[src/rtl/mct_sequencer.sv]
// Run/stop/step/restart sequencer for the timepulse generator.
// Merges monitor, alarm and standby requests into registered STOP/GOJAM controls.
module mct_sequencer #(
  parameter int GOJAM_MCT   = 2,
  parameter int SYNC_STAGES = 2
) (
  input  logic       CLOCK,
  input  logic       rst,
  input  logic       T12,
  input  logic       MSTP,
  input  logic       MSTRTP,
  input  logic       STRT1,
  input  logic       STRT2,
  input  logic       ALGA,
  input  logic       SBY,
  output logic       STOP,
  output logic       GOJAM,
  output logic       GOJAM_,
  output logic       STEPDN,
  output logic [2:0] STATE
);

  localparam int CW = (GOJAM_MCT < 1) ? 1 : $clog2(GOJAM_MCT + 1);
  localparam logic [CW-1:0] CNT_MAX = CW'(GOJAM_MCT);

  typedef enum logic [2:0] {
    S_RUN     = 3'd0,
    S_STOPPED = 3'd1,
    S_STEP    = 3'd2,
    S_RESTART = 3'd3,
    S_STANDBY = 3'd4
  } state_t;

  state_t                 state_q, state_d;
  logic [CW-1:0]          cnt_q, cnt_d, cnt_inc;
  logic                   stop_q, stop_d;
  logic                   gojam_q, gojam_d;
  logic                   gojam_n_q, gojam_n_d;
  logic                   stepdn_q, stepdn_d;
  logic [SYNC_STAGES-1:0] mstp_sync_q, mstp_sync_d;
  logic [SYNC_STAGES-1:0] mstrtp_sync_q, mstrtp_sync_d;
  logic [SYNC_STAGES-1:0] sby_sync_q, sby_sync_d;
  logic                   mstrtp_prev_q, mstrtp_prev_d;
  logic                   mstp_s, mstrtp_s, sby_s;
  logic                   stepreq, restcause;

  assign mstp_sync_d[0]   = MSTP;
  assign mstrtp_sync_d[0] = MSTRTP;
  assign sby_sync_d[0]    = SBY;

  for (genvar gi = 1; gi < SYNC_STAGES; gi++) begin : g_sync
    assign mstp_sync_d[gi]   = mstp_sync_q[gi-1];
    assign mstrtp_sync_d[gi] = mstrtp_sync_q[gi-1];
    assign sby_sync_d[gi]    = sby_sync_q[gi-1];
  end

  assign mstp_s        = mstp_sync_q[SYNC_STAGES-1];
  assign mstrtp_s      = mstrtp_sync_q[SYNC_STAGES-1];
  assign sby_s         = sby_sync_q[SYNC_STAGES-1];
  assign mstrtp_prev_d = mstrtp_s;
  assign stepreq       = mstrtp_s & ~mstrtp_prev_q;
  assign restcause     = STRT1 | STRT2 | ALGA;

  always_comb begin
    state_d  = state_q;
    cnt_d    = cnt_q;
    stepdn_d = 1'b0;
    cnt_inc  = (T12 && (cnt_q != CNT_MAX)) ? cnt_q + 1'b1 : cnt_q;

    // A restart cause overrides everything except an ongoing restart, which only reloads.
    if ((state_q != S_RESTART) && restcause) begin
      state_d = S_RESTART;
      cnt_d   = '0;
    end else begin
      case (state_q)
        S_RUN: begin
          if (T12 && sby_s)       state_d = S_STANDBY;
          else if (T12 && mstp_s) state_d = S_STOPPED;
        end
        S_STOPPED: begin
          if (!mstp_s)      state_d = S_RUN;
          else if (stepreq) state_d = S_STEP;
        end
        S_STEP: begin
          if (T12) begin
            stepdn_d = 1'b1;
            state_d  = mstp_s ? S_STOPPED : S_RUN;
          end
        end
        S_STANDBY: begin
          if (!sby_s) begin
            state_d = S_RESTART;
            cnt_d   = '0;
          end
        end
        S_RESTART: begin
          if (restcause) begin
            cnt_d = '0;
          end else begin
            cnt_d = cnt_inc;
            if (cnt_inc >= CNT_MAX) state_d = S_RUN;
          end
        end
        default: begin
          state_d = S_RESTART;
          cnt_d   = '0;
        end
      endcase
    end

    stop_d    = (state_d == S_STOPPED) || (state_d == S_STANDBY);
    gojam_d   = (state_d == S_RESTART);
    gojam_n_d = ~gojam_d;
  end

  always_ff @(posedge CLOCK or posedge rst) begin
    if (rst) begin
      state_q       <= S_RESTART;
      cnt_q         <= '0;
      stop_q        <= 1'b0;
      gojam_q       <= 1'b1;
      gojam_n_q     <= 1'b0;
      stepdn_q      <= 1'b0;
      mstp_sync_q   <= '0;
      mstrtp_sync_q <= '0;
      sby_sync_q    <= '0;
      mstrtp_prev_q <= 1'b0;
    end else begin
      state_q       <= state_d;
      cnt_q         <= cnt_d;
      stop_q        <= stop_d;
      gojam_q       <= gojam_d;
      gojam_n_q     <= gojam_n_d;
      stepdn_q      <= stepdn_d;
      mstp_sync_q   <= mstp_sync_d;
      mstrtp_sync_q <= mstrtp_sync_d;
      sby_sync_q    <= sby_sync_d;
      mstrtp_prev_q <= mstrtp_prev_d;
    end
  end

  assign STOP   = stop_q;
  assign GOJAM  = gojam_q;
  assign GOJAM_ = gojam_n_q;
  assign STEPDN = stepdn_q;
  assign STATE  = state_q;

endmodule

[config.mk]
export PLATFORM = sky130hd
export DESIGN_NAME = mct_sequencer
export DESIGN_NICKNAME = d
export VERILOG_FILES = /design/src/rtl/mct_sequencer.sv
export SDC_FILE = /design/constraint.sdc
export NUM_CORES = 1
export LEC_CHECK = 0
export ABC_AREA = 1
export CORE_UTILIZATION = 52
export DETAILED_ROUTE_END_ITERATION = 16
export DONT_BUFFER_PORTS = 1
export PLACE_DENSITY_LB_ADDON = 0.2
export REMOVE_ABC_BUFFERS = 1
export SYNTH_ARGS = -nofsm -noshare
export SYNTH_HDL_FRONTEND = slang
export SYNTH_SLANG_ARGS = --single-unit
[constraint.sdc]
create_clock -name CLOCK -period 1.2 [get_ports CLOCK]
set_input_delay 0.24 -clock CLOCK [delete_from_list [all_inputs] [get_ports CLOCK]]
set_output_delay 0.24 -clock CLOCK [all_outputs]
set_load 0.02 [all_outputs]
==> results by stage <==
Yosys:
- The count of warnings emitted by yosys is 0.
- In this run the mean area of a mapped cell was 8.629 um^2.
- The distinct cell type count of the synthesized netlist is 21.
- The post-synthesis instance total is 87.
- Synthesis inferred 16 register bits.
- Of the synthesized area, sequential elements account for 53.83%.
- The mapped netlist covers 750.7 um^2.

Floorplanning:
- The initial standard-cell utilization of the core is 56.98%.
- The chip width is ~40 um.
- The I/O pin count is 16.
- The vertical die dimension is between 30 and 40 um.
- The area inside the core boundary is about 0.0013 mm^2.
- The die covers 0.001600 mm^2.
- The number of placement rows is 13.

Routing:
- In this run the remaining antenna-violating nets after routing total 0.
- The violation count after the first detailed-routing iteration is 7.
- The routed design has 1611 um of wire.
- The routed design uses 75 um of met3 wire.
- In the routed layout, each cell is associated on average with a via count of 5.390.
- Routed signal wires occupy layers up through met4.
- The first detailed-routing pass ran for 4 iterations.
- The routed length on met2 is 824 um.
- The total DRC errors in the routed layout is 0.
- The met1 layer wirelength in the final routing is 688 um.
- The detailed router placed 663 vias in this run.
- The routed length per instance is 13.10 um.

Setup path:
- Across all register-to-register paths, the minimum setup slack is -0.14 ns.
- The start point of the critical path is STATE[0].
- The depth of the worst register-to-register path is 6.
- STA puts the critical path data required time at 1.42 ns.
- The top fanout value on the critical path is 8.
- The setup path with the least slack is of type flop to flop.
- At the worst endpoint, the arrival time is 1.56 ns.
- In this run the worst setup path terminates at STOP.
- The critical register-to-register path startpoint is STATE[0].
- The startpoint type of the worst setup path is a flop.
- STA classifies the critical path endpoint as a flop.
- The worst register-to-register path ends at STOP.

CTS:
- The insertion delay of the later-clocked pin in the worst-skew pair is approximately 0.28 ns.
- TritonCTS created 3 clock buffers.
- After clock tree synthesis, the clock-pin slew on the worst setup and hold paths is 0.09 ns.
- The CTS H-tree depth is 1.
- TritonCTS built the clock tree.
- Counting along the longest clock path gives a buffer depth of 2.
- The root cell of the clock tree is sky130_fd_sc_hd__clkbuf_4.
- The clock net sink count is 16.

Timing:
- Setup repair after global routing could not meet its margin everywhere.
- The final critical path takes up 111.9% of the cycle.
- The final max-slew violation count is 0.
- The count of endpoints failing hold in the final timing report came to 0.
- Timing would allow up to ~740 MHz.
- Counting I/O delays and the setup requirement, the final critical path takes 1.343 ns.
- After layout, the worst setup slack is -0.1429 ns.
- Headroom to the max-slew limit came out at 63.44%.
- The worst setup skew after layout is 0.002839 ns.
- The final number of setup-violating endpoints is 11.
- The worst-margin pin slew is 0.5479 ns.

Final layout:
- The area added between synthesis and finish is 31.50%.
- Once layout is done, the placed cells without fillers occupy roughly 1000 um^2.
- In the final design database the tool counted 119 nets.
- Cells with a size suffix above 1 make up around two fifths of the layout.
- The repair_antennas step left the layout with diodes totalling 0.
- Leaving out filler cells and counting taps, the final layout contains 123.

Placed design:
- The count of buffers added on input and output ports is 0.
- At the end of routability-driven placement, the weighted congestion stood at ~0.82.
- Timing analysis after detailed placement gives a worst setup slack of -0.1246 ns.
- The total cell area at the placement stage is around 840 um^2.
- The number of cells after detailed placement is 111.
- Summed over all nets, the half-perimeter wirelength after detailed placement is 1061 um.

Global routing:
- The number of global-route vias before repair is 624.
- After global routing the overflow that remains totals 0.
- The maximum number of pins on one net before global-route repair is 17.
- The number of antenna violations at the first check in global routing is 0.
- The first-pass GRT wire length is approximately 2500 um.
- The global routing usage summed across all routing layers is 25.18%.

Power:
- The ratio of total power to cell area is ~1700 mW/mm^2.
- The largest vdd supply drop is 1268 uV.
- The static leakage is 0.5041 nW.

Status:
- The run finished, with violations left.
- The final reports fail on negative setup slack.

Run:
- The max capacitance violation total is 0.

Hold path:
- The path class of the tightest hold or removal check is input port to flop.
## worst max-delay path, stage by stage (launching register included)
cell and delay, ns:
sky130_fd_sc_hd__dfstp_2 0.64, sky130_fd_sc_hd__nand3_2 0.14, sky130_fd_sc_hd__nand2_2 0.12, sky130_fd_sc_hd__o21ai_1 0.08
sky130_fd_sc_hd__nor2_2 0.17, sky130_fd_sc_hd__nand3_2 0.08, sky130_fd_sc_hd__nand2_1 0.06
## kinds of logic (layout without fill, tap and decap cells)
group                      count (synthesis)  count (layout)  share of synthesized area [%]
and+or+nand+nor                           48              48                          29.83
AOI/OAI and AO/OA                          7               7                          7.166
DFF                                       16              16                          53.83
buffers and inverters                     15              36                          7.499
adders and majority gates                  1               1                          1.666
## metrics by stage
stage / utilization [%] / hold slack [ns] / total power [W] / setup TNS [ns]
final: 74.93 / 0.1481 / 0.001640 / -0.9590
after global routing: 74.93 / 0.1321 / 0.001727 / -1.533
after CTS: 73.69 / 0.1530 / 0.001578 / -0.5663
after detailed placement: 63.53 / 0.2195 / 0.001237 / -0.4837
after global placement: 63.53 / 0.2012 / 0.001230 / -0.3082
after floorplan: - / 0.1516 / 0.001084 / -0.2154
## per-layer routing
layer  track usage (%)  vias to the layer above
li1                  -                      320
met1             28.95                      317
met2             45.16                       21
met3             5.000                        5
met4             10.34                        0
met5                 0                        -
## report_power, final
| group | leakage (nW) | internal, W | switching [W] |
|---|---|---|---|
| clock network | 0.0150 | 0.000129 | 0.000154 |
| registers | 0.196 | 0.000628 | 0.000115 |
| logic | 0.293 | 0.000263 | 0.000352 |
| total | 0.504 | 0.00102 | 0.000621 |
## layout make-up
type                    count  area (um^2)
well taps                  15        18.77
clock buffers               4        26.28
flip-flops and latches     16        404.1
multi-input cells          56        329.1
inverters                  15        56.30
fillers                    85        330.3
repair buffers             17        152.6
## state kept, by name, indices dropped and copies added (netlist names)
signal,cells
GOJAM,1
sby_sync_q,2
GOJAM_,1
mstp_sync_q,2
mstrtp_prev_q,1
mstrtp_sync_q,2
STEPDN,1
STATE,3
STOP,1
cnt_q,2
## layout by cell type (no fill, tap or decap)
cell type / netlist / layout
sky130_fd_sc_hd__a21oi_1: 2 / 1
sky130_fd_sc_hd__nand3_1: 8 / 6
sky130_fd_sc_hd__a21oi_4: 1 / 1
sky130_fd_sc_hd__buf_4: 0 / 9
sky130_fd_sc_hd__clkbuf_4: 0 / 3
sky130_fd_sc_hd__clkbuf_1: 0 / 1
sky130_fd_sc_hd__o21ai_1: 1 / 1
sky130_fd_sc_hd__nand4_1: 2 / 2
sky130_fd_sc_hd__a21oi_2: 0 / 1
sky130_fd_sc_hd__and3_2: 1 / 1
sky130_fd_sc_hd__nor2_1: 9 / 8
sky130_fd_sc_hd__dlygate4sd3_1: 0 / 4
sky130_fd_sc_hd__ha_4: 0 / 1
sky130_fd_sc_hd__dfrtp_1: 13 / 13
sky130_fd_sc_hd__inv_2: 3 / 6
sky130_fd_sc_hd__nor3_2: 1 / 1
sky130_fd_sc_hd__o21ai_2: 2 / 2
sky130_fd_sc_hd__buf_6: 0 / 4
sky130_fd_sc_hd__inv_1: 12 / 9
sky130_fd_sc_hd__nand3b_1: 1 / 1
sky130_fd_sc_hd__dfstp_2: 3 / 3
sky130_fd_sc_hd__nor3_1: 1 / 1
sky130_fd_sc_hd__nand2_2: 2 / 6
sky130_fd_sc_hd__o21ai_0: 1 / 1
sky130_fd_sc_hd__nor2_2: 1 / 2
sky130_fd_sc_hd__nand3_2: 1 / 3
sky130_fd_sc_hd__nand2_1: 21 / 17
## how the worst min path moves through the flow
stage	cells past startpoint	endpoint	slack, ns	startpoint
after global routing	1	STEPDN	0.13	T12
after CTS	1	STEPDN	0.15	T12
after floorplan	1	GOJAM_	0.15	rst
final	1	STEPDN	0.15	T12
after global placement	1	STATE[2]	0.20	rst
after detailed placement	1	GOJAM_	0.22	rst
## cells in the mapped netlist
cell / number / area [um^2]
sky130_fd_sc_hd__and3_2: 1 / 7.510
sky130_fd_sc_hd__o21ai_2: 2 / 17.52
sky130_fd_sc_hd__nand2_1: 21 / 78.83
sky130_fd_sc_hd__o21ai_1: 1 / 5.000
sky130_fd_sc_hd__a21oi_1: 2 / 10.01
sky130_fd_sc_hd__dfstp_2: 3 / 78.83
sky130_fd_sc_hd__nand2_2: 2 / 12.51
sky130_fd_sc_hd__nand3_2: 1 / 10.01
sky130_fd_sc_hd__nor3_1: 1 / 5.000
sky130_fd_sc_hd__dfrtp_1: 13 / 325.3
sky130_fd_sc_hd__inv_2: 3 / 11.26
sky130_fd_sc_hd__nand3b_1: 1 / 7.510
sky130_fd_sc_hd__nor2_1: 9 / 33.78
sky130_fd_sc_hd__inv_1: 12 / 45.04
sky130_fd_sc_hd__nor3_2: 1 / 10.01
sky130_fd_sc_hd__nand3_1: 8 / 40.04
sky130_fd_sc_hd__o21ai_0: 1 / 5.000
sky130_fd_sc_hd__nand4_1: 2 / 12.51
sky130_fd_sc_hd__a21oi_4: 1 / 16.27
sky130_fd_sc_hd__nor2_2: 1 / 6.260
sky130_fd_sc_hd__ha_1: 1 / 12.51
## repair_timing
item                                    in CTS  in global routing
pin swaps                                    8                  7
hold endpoints to repair                    16                  0
setup buffers                                4                  0
gates resized for setup                     11                  5
endpoints found under the setup margin      11                 12
hold buffers                                 4                  0
Note: power is estimated with default switching activity, not from simulation.
